===== config.mk =====
export PLATFORM = sky130hd
export DESIGN_NAME = ibex_mem_arbiter
export DESIGN_NICKNAME = d
export VERILOG_FILES = /design/src/rtl/ibex_arb_pkg.sv /design/src/rtl/ibex_arb_perf_cnt.sv /design/src/rtl/ibex_mem_arbiter.sv
export SDC_FILE = /design/constraint.sdc
export NUM_CORES = 1
export LEC_CHECK = 0
export BUFFER_PORTS_ARGS = -buffer_cell sky130_fd_sc_hd__buf_2
export CAP_MARGIN = 20
export CORE_AREA = 3 3 108 110
export CTS_CLUSTER_DIAMETER = 50
export CTS_CLUSTER_SIZE = 28
export DETAILED_ROUTE_END_ITERATION = 8
export DIE_AREA = 0 0 111 113
export SLEW_MARGIN = 10
export SYNTH_ARGS = -nofsm -noshare
export SYNTH_HDL_FRONTEND = slang
export SYNTH_SLANG_ARGS = --single-unit

===== constraint.sdc =====
create_clock -name clk_i -period 1.2 [get_ports clk_i]
set_input_delay 0 -clock clk_i [delete_from_list [all_inputs] [get_ports clk_i]]
set_output_delay 0 -clock clk_i [all_outputs]
set_load 0.005 [all_outputs]

===== src/rtl/ibex_arb_pkg.sv =====
// Shared types for the Ibex instruction/data memory arbiter.
package ibex_arb_pkg;

  localparam int STARVE_CNT_W = 4;

  typedef enum logic {
    ARB_OWNER_INSTR,
    ARB_OWNER_DATA
  } arb_owner_e;

  typedef struct packed {
    logic       valid;
    arb_owner_e owner;
    logic       err;
    logic       we;
  } arb_resp_t;

endpackage


===== src/rtl/ibex_arb_perf_cnt.sv =====
// 32-bit saturating event counter with enable and synchronous clear.
module ibex_arb_perf_cnt (
  input  logic        clk_i,
  input  logic        clr_i,
  input  logic        en_i,
  output logic [31:0] cnt_o
);

  always_ff @(posedge clk_i) begin
    if (clr_i) begin
      cnt_o <= '0;
    end else if (en_i && (cnt_o != 32'hFFFF_FFFF)) begin
      cnt_o <= cnt_o + 32'd1;
    end
  end

endmodule


===== src/rtl/ibex_mem_arbiter.sv =====
// Arbitrates Ibex fetch and data ports onto one 1-cycle-latency single-port RAM.
// Optional performance counters are built when IBEX_ARB_PERF_EN is defined.
module ibex_mem_arbiter
  import ibex_arb_pkg::*;
#(
  parameter logic [31:0] MemStart    = 32'h0000_0000,
  parameter int          MemSize     = 65536,
  parameter int          StarveLimit = 4
) (
  input  logic        clk_i,
  input  logic        rst_i,
  input  logic        instr_req_i,
  input  logic [31:0] instr_addr_i,
  output logic        instr_gnt_o,
  output logic        instr_rvalid_o,
  output logic [31:0] instr_rdata_o,
  output logic        instr_err_o,
  input  logic        data_req_i,
  input  logic        data_we_i,
  input  logic [3:0]  data_be_i,
  input  logic [31:0] data_addr_i,
  input  logic [31:0] data_wdata_i,
  output logic        data_gnt_o,
  output logic        data_rvalid_o,
  output logic [31:0] data_rdata_o,
  output logic        data_err_o,
  output logic        mem_req_o,
  output logic        mem_we_o,
  output logic [3:0]  mem_be_o,
  output logic [31:0] mem_addr_o,
  output logic [31:0] mem_wdata_o,
  input  logic [31:0] mem_rdata_i
`ifdef IBEX_ARB_PERF_EN
  ,
  output logic [31:0] perf_instr_gnt_o,
  output logic [31:0] perf_data_gnt_o,
  output logic [31:0] perf_conflict_o
`endif
);

  // Handshake: a requester holds req and its fields stable until gnt is seen
  // in the same cycle; exactly one rvalid follows on the next cycle for each gnt.
  localparam logic [31:0]             AddrMask  = ~(32'(MemSize) - 32'd1);
  localparam logic [STARVE_CNT_W-1:0] StarveLim = STARVE_CNT_W'(StarveLimit);

  logic [STARVE_CNT_W-1:0] starve_q;
  arb_resp_t               resp_d, resp_q;
  logic                    instr_in_range, data_in_range;
  logic                    instr_win, data_win, data_priority;

  assign instr_in_range = (instr_addr_i & AddrMask) == MemStart;
  assign data_in_range  = (data_addr_i & AddrMask) == MemStart;
  assign data_priority  = starve_q >= StarveLim;

  assign instr_win = !rst_i && instr_req_i && !(data_req_i && data_priority);
  assign data_win  = !rst_i && data_req_i && (!instr_req_i || data_priority);

  assign instr_gnt_o = instr_win;
  assign data_gnt_o  = data_win;

  // Out-of-range winners are granted but never reach the RAM.
  always_comb begin
    mem_req_o   = 1'b0;
    mem_we_o    = 1'b0;
    mem_be_o    = 4'h0;
    mem_addr_o  = 32'h0;
    mem_wdata_o = 32'h0;
    if (instr_win && instr_in_range) begin
      mem_req_o  = 1'b1;
      mem_be_o   = 4'hF;
      mem_addr_o = instr_addr_i;
    end else if (data_win && data_in_range) begin
      mem_req_o   = 1'b1;
      mem_we_o    = data_we_i;
      mem_be_o    = data_be_i;
      mem_addr_o  = data_addr_i;
      mem_wdata_o = data_wdata_i;
    end
  end

  always_comb begin
    resp_d = '0;
    if (instr_win) begin
      resp_d.valid = 1'b1;
      resp_d.owner = ARB_OWNER_INSTR;
      resp_d.err   = !instr_in_range;
    end else if (data_win) begin
      resp_d.valid = 1'b1;
      resp_d.owner = ARB_OWNER_DATA;
      resp_d.err   = !data_in_range;
      resp_d.we    = data_we_i;
    end
  end

  always_ff @(posedge clk_i) begin
    if (rst_i) begin
      resp_q   <= '0;
      starve_q <= '0;
    end else begin
      resp_q <= resp_d;
      if (data_win) begin
        starve_q <= '0;
      end else if (data_req_i && (starve_q < StarveLim)) begin
        starve_q <= starve_q + 1'b1;
      end
    end
  end

  // Responses are masked during reset so a grant pending at reset is dropped.
  logic        resp_live;
  logic [31:0] resp_rdata;

  assign resp_live  = resp_q.valid && !rst_i;
  assign resp_rdata = (resp_q.err || resp_q.we) ? 32'h0 : mem_rdata_i;

  assign instr_rvalid_o = resp_live && (resp_q.owner == ARB_OWNER_INSTR);
  assign data_rvalid_o  = resp_live && (resp_q.owner == ARB_OWNER_DATA);
  assign instr_rdata_o  = instr_rvalid_o ? resp_rdata : 32'h0;
  assign data_rdata_o   = data_rvalid_o ? resp_rdata : 32'h0;
  assign instr_err_o    = instr_rvalid_o && resp_q.err;
  assign data_err_o     = data_rvalid_o && resp_q.err;

`ifdef IBEX_ARB_PERF_EN
  ibex_arb_perf_cnt u_perf_instr (
    .clk_i (clk_i),
    .clr_i (rst_i),
    .en_i  (instr_win),
    .cnt_o (perf_instr_gnt_o)
  );

  ibex_arb_perf_cnt u_perf_data (
    .clk_i (clk_i),
    .clr_i (rst_i),
    .en_i  (data_win),
    .cnt_o (perf_data_gnt_o)
  );

  ibex_arb_perf_cnt u_perf_conflict (
    .clk_i (clk_i),
    .clr_i (rst_i),
    .en_i  (instr_req_i && data_req_i),
    .cnt_o (perf_conflict_o)
  );
`endif

endmodule


==> results.json <==
{
  "run_status": "complete, but fails checks",
  "violations_in_the_final_reports": "setup timing",
  "timing.final.crit_share": 1.38,
  "rows": 38,
  "number_of_global_route_vias_before_repair": 3129,
  "finalSetupViolations": 126,
  "final_nets": 702,
  "num_vias": 3206,
  "number_of_maximum_capacitance_violations": 0,
  "critical_path_class": "reg2out",
  "die_area_um2": 12500,
  "hold_violations": 0,
  "worstRegToRegCells": 5,
  "finalCriticalPeriod_ps": 1660,
  "totalPowerFinal_mw": 1.56,
  "synth.top_cell.area_share": 0.206,
  "min_path_type": "in2reg",
  "place.detailed.hpwl_um": 7540,
  "r2r-end": "resp_q[1]$_SDFF_PP0_",
  "reg2reg_launch_point": "starve_q[3]$_SDFFE_PP0P_",
  "top_level_ports": 277,
  "post_route_setup_tns_ps": -27170,
  "timing.clock.skew_ps": 0.455,
  "post-synth-top-area-cell": "sky130_fd_sc_hd__and3_1",
  "antenna_violations_before_repair": 1,
  "postLayoutSetupSlackWorst_ps": -458,
  "grt_usage": 0.164,
  "layout-area-overhead-vs-synth_pct": 148,
  "rsz0062_at_grt": "true",
  "power_dens_cells_nw_per_um2": 319,
  "synth_cells": 282,
  "count_of_different_cell_masters_after_synthesis": 34,
  "numClockSinks": 8,
  "crit_path_start_kind": "flop",
  "core_region_area_um2": 10800,
  "post_drt_wl_per_cell_um": 16.9,
  "finalCoreUtilization": 0.455,
  "viasPerCell": 4.57,
  "post_synth.cell_area_avg_um2": 7.01,
  "final_cells": 702,
  "io_buffer_count": 260,
  "initial_core_util": 0.183,
  "maxClockFrequency_mhz": 603,
  "synth.ff_latch_count": 8,
  "wire_length_of_the_first_global_routing_pass_um": 16600,
  "worst_setup_timing_slack_at_the_placement_stage_ps": -161,
  "syn-cell-area_um2": 1980,
  "drt_pass1_iterations": 4,
  "yosysSeqAreaShare": 0.0811,
  "synth_enable_flop_cells": 0,
  "number_of_placed_instances_with_taps_included": 670,
  "asyncSetResetFlopFracSynth": 0,
  "finalHoldWorstSlack_ps": 69.2,
  "cts-htree-levels": 1,
  "cp.arrival_ps": 1660,
  "report.final.slew_viol_count": 0,
  "clock_path_buffers": 2,
  "dieWidth_um": 111,
  "drcViolationCount": 0,
  "timing.critical_path.fanout_max": 10,
  "numCtsBuffers": 3,
  "clock_tree.root_cell": "sky130_fd_sc_hd__clkbuf_8",
  "peakVddDrop_mv": 0.258,
  "clk_transition_reported_paths_ps": 40,
  "starting_drc_count_in_detailed_routing": 161,
  "launch_point_of_the_critical_path": "starve_q[3]$_SDFFE_PP0P_",
  "antenna_cells": 0,
  "timing.critical_path.required_ps": 1200,
  "gp_congestion": 0.851,
  "ys_top_cells_by_area": "sky130_fd_sc_hd__and3_1 21%, sky130_fd_sc_hd__nor3_2 16%, sky130_fd_sc_hd__inv_1 9.5%, sky130_fd_sc_hd__dfxtp_1 8.1%, sky130_fd_sc_hd__o32ai_1 7.1%",
  "crit_end": "mem_addr_o[15]",
  "final_area_um2": 4910,
  "worst-r2r-setup-slack_ps": -160,
  "finalWirelength_um": 11900,
  "placed_cell_area_um2": 3430,
  "leakage_nw": 2.56,
  "endpoint_kind": "output port",
  "ant_nets": 0,
  "die_height_um": 113,
  "yosysWarningCount": 0,
  "grt_max_degree": 47,
  "layout_cells_sized_above_1": 0.781,
  "ys.flop_type": "sky130_fd_sc_hd__dfxtp_1",
  "cts_tree": "built",
  "clkLatencyLatePin_ps": 230,
  "grt_overflow_total": 0
}
==> power breakdown <==
| group | total [mW] | switching (mW) | internal (mW) |
|---|---|---|---|
| registers | 0.285 | 0.00788 | 0.277 |
| logic | 0.954 | 0.428 | 0.527 |
| clock network | 0.324 | 0.106 | 0.217 |
| total | 1.56 | 0.542 | 1.02 |
==> kinds of logic (layout without fill, tap and decap cells) <==
group | after synthesis | after routing | share of synthesized area
adder cells (fa/ha/maj) | 1 | 1 | 0.00633
other | 1 | 16 | 0.00190
AND/OR/NAND/NOR | 147 | 147 | 0.545
flip-flops | 8 | 8 | 0.0811
buffers and inverters | 99 | 364 | 0.258
AO/OA/AOI/OAI | 26 | 26 | 0.108
==> synthesized netlist by cell type (3+ instances only) <==
library cell / n
sky130_fd_sc_hd__nor3_2: 32
sky130_fd_sc_hd__nand3_1: 22
sky130_fd_sc_hd__and3_1: 65
sky130_fd_sc_hd__o32ai_1: 16
sky130_fd_sc_hd__buf_4: 16
sky130_fd_sc_hd__clkbuf_1: 10
sky130_fd_sc_hd__o22ai_1: 3
sky130_fd_sc_hd__buf_2: 12
sky130_fd_sc_hd__nand2b_1: 3
sky130_fd_sc_hd__nor4_2: 4
sky130_fd_sc_hd__a21oi_1: 3
sky130_fd_sc_hd__inv_1: 50
sky130_fd_sc_hd__nor2_1: 3
sky130_fd_sc_hd__dfxtp_1: 8
sky130_fd_sc_hd__nor4_1: 4
sky130_fd_sc_hd__buf_6: 8
==> registers in the layout, summed over array words and instances (netlist names) <==
| name | count |
|---|---|
| resp_q | 4 |
| starve_q | 4 |
==> worst min path at each step <==
stage / start / end / slack (ps) / cells after the start
after floorplan: data_wdata_i[0] / mem_wdata_o[0] / 80 / 2
after global placement: data_wdata_i[0] / mem_wdata_o[0] / 290 / 4
after detailed placement: data_wdata_i[11] / mem_wdata_o[11] / 300 / 4
after CTS: data_we_i / resp_q[0]$_SDFF_PP0_ / 70 / 2
after global routing: data_we_i / resp_q[0]$_SDFF_PP0_ / 80 / 2
final: data_we_i / resp_q[0]$_SDFF_PP0_ / 70 / 2
==> per-layer routing <==
metal  up-vias  global-route usage  routed length [µm]
li1       1517                   -                   -
met1      1463               0.153                3770
met2       203               0.347                6810
met3        21              0.0358                 980
met4         2              0.0493                 304
met5         -                   0                  11
==> critical path, cell delays in order (launching register included) <==
cell	delay, ps
sky130_fd_sc_hd__dfxtp_2	320
sky130_fd_sc_hd__buf_4	140
sky130_fd_sc_hd__o21ai_2	100
sky130_fd_sc_hd__nand3b_1	100
sky130_fd_sc_hd__buf_6	150
sky130_fd_sc_hd__clkbuf_16	160
sky130_fd_sc_hd__o32ai_2	290
sky130_fd_sc_hd__buf_2	170
==> cells in the final DEF (no fill, tap or decap), drive strengths merged, types with 5 or more instances in the layout <==
| cell | n |
|---|---|
| and3 | 65 |
| conb | 16 |
| dfxtp | 8 |
| buf | 306 |
| o32ai | 16 |
| nand3 | 22 |
| nor3 | 32 |
| o22ai | 5 |
| inv | 51 |
| clkbuf | 6 |
| nor4 | 8 |
==> area by class of cell <==
| cell class | instances | area [µm²] |
|---|---|---|
| inverters | 51 | 194 |
| repair buffers | 310 | 2470 |
| fillers | 990 | 5890 |
| clock buffers | 3 | 41.3 |
| flip-flops and latches | 8 | 169 |
| multi-input cells | 190 | 1850 |
| well taps | 140 | 175 |
==> timing repair <==
item                       CTS  global route
buffers inserted            19             3
gates resized for setup    102            93
pin swaps                   45            41
setup endpoints to repair  123           129
hold buffers                 0             0
gates cloned                12             3
No activity file was read; power rests on OpenSTA's default activity.
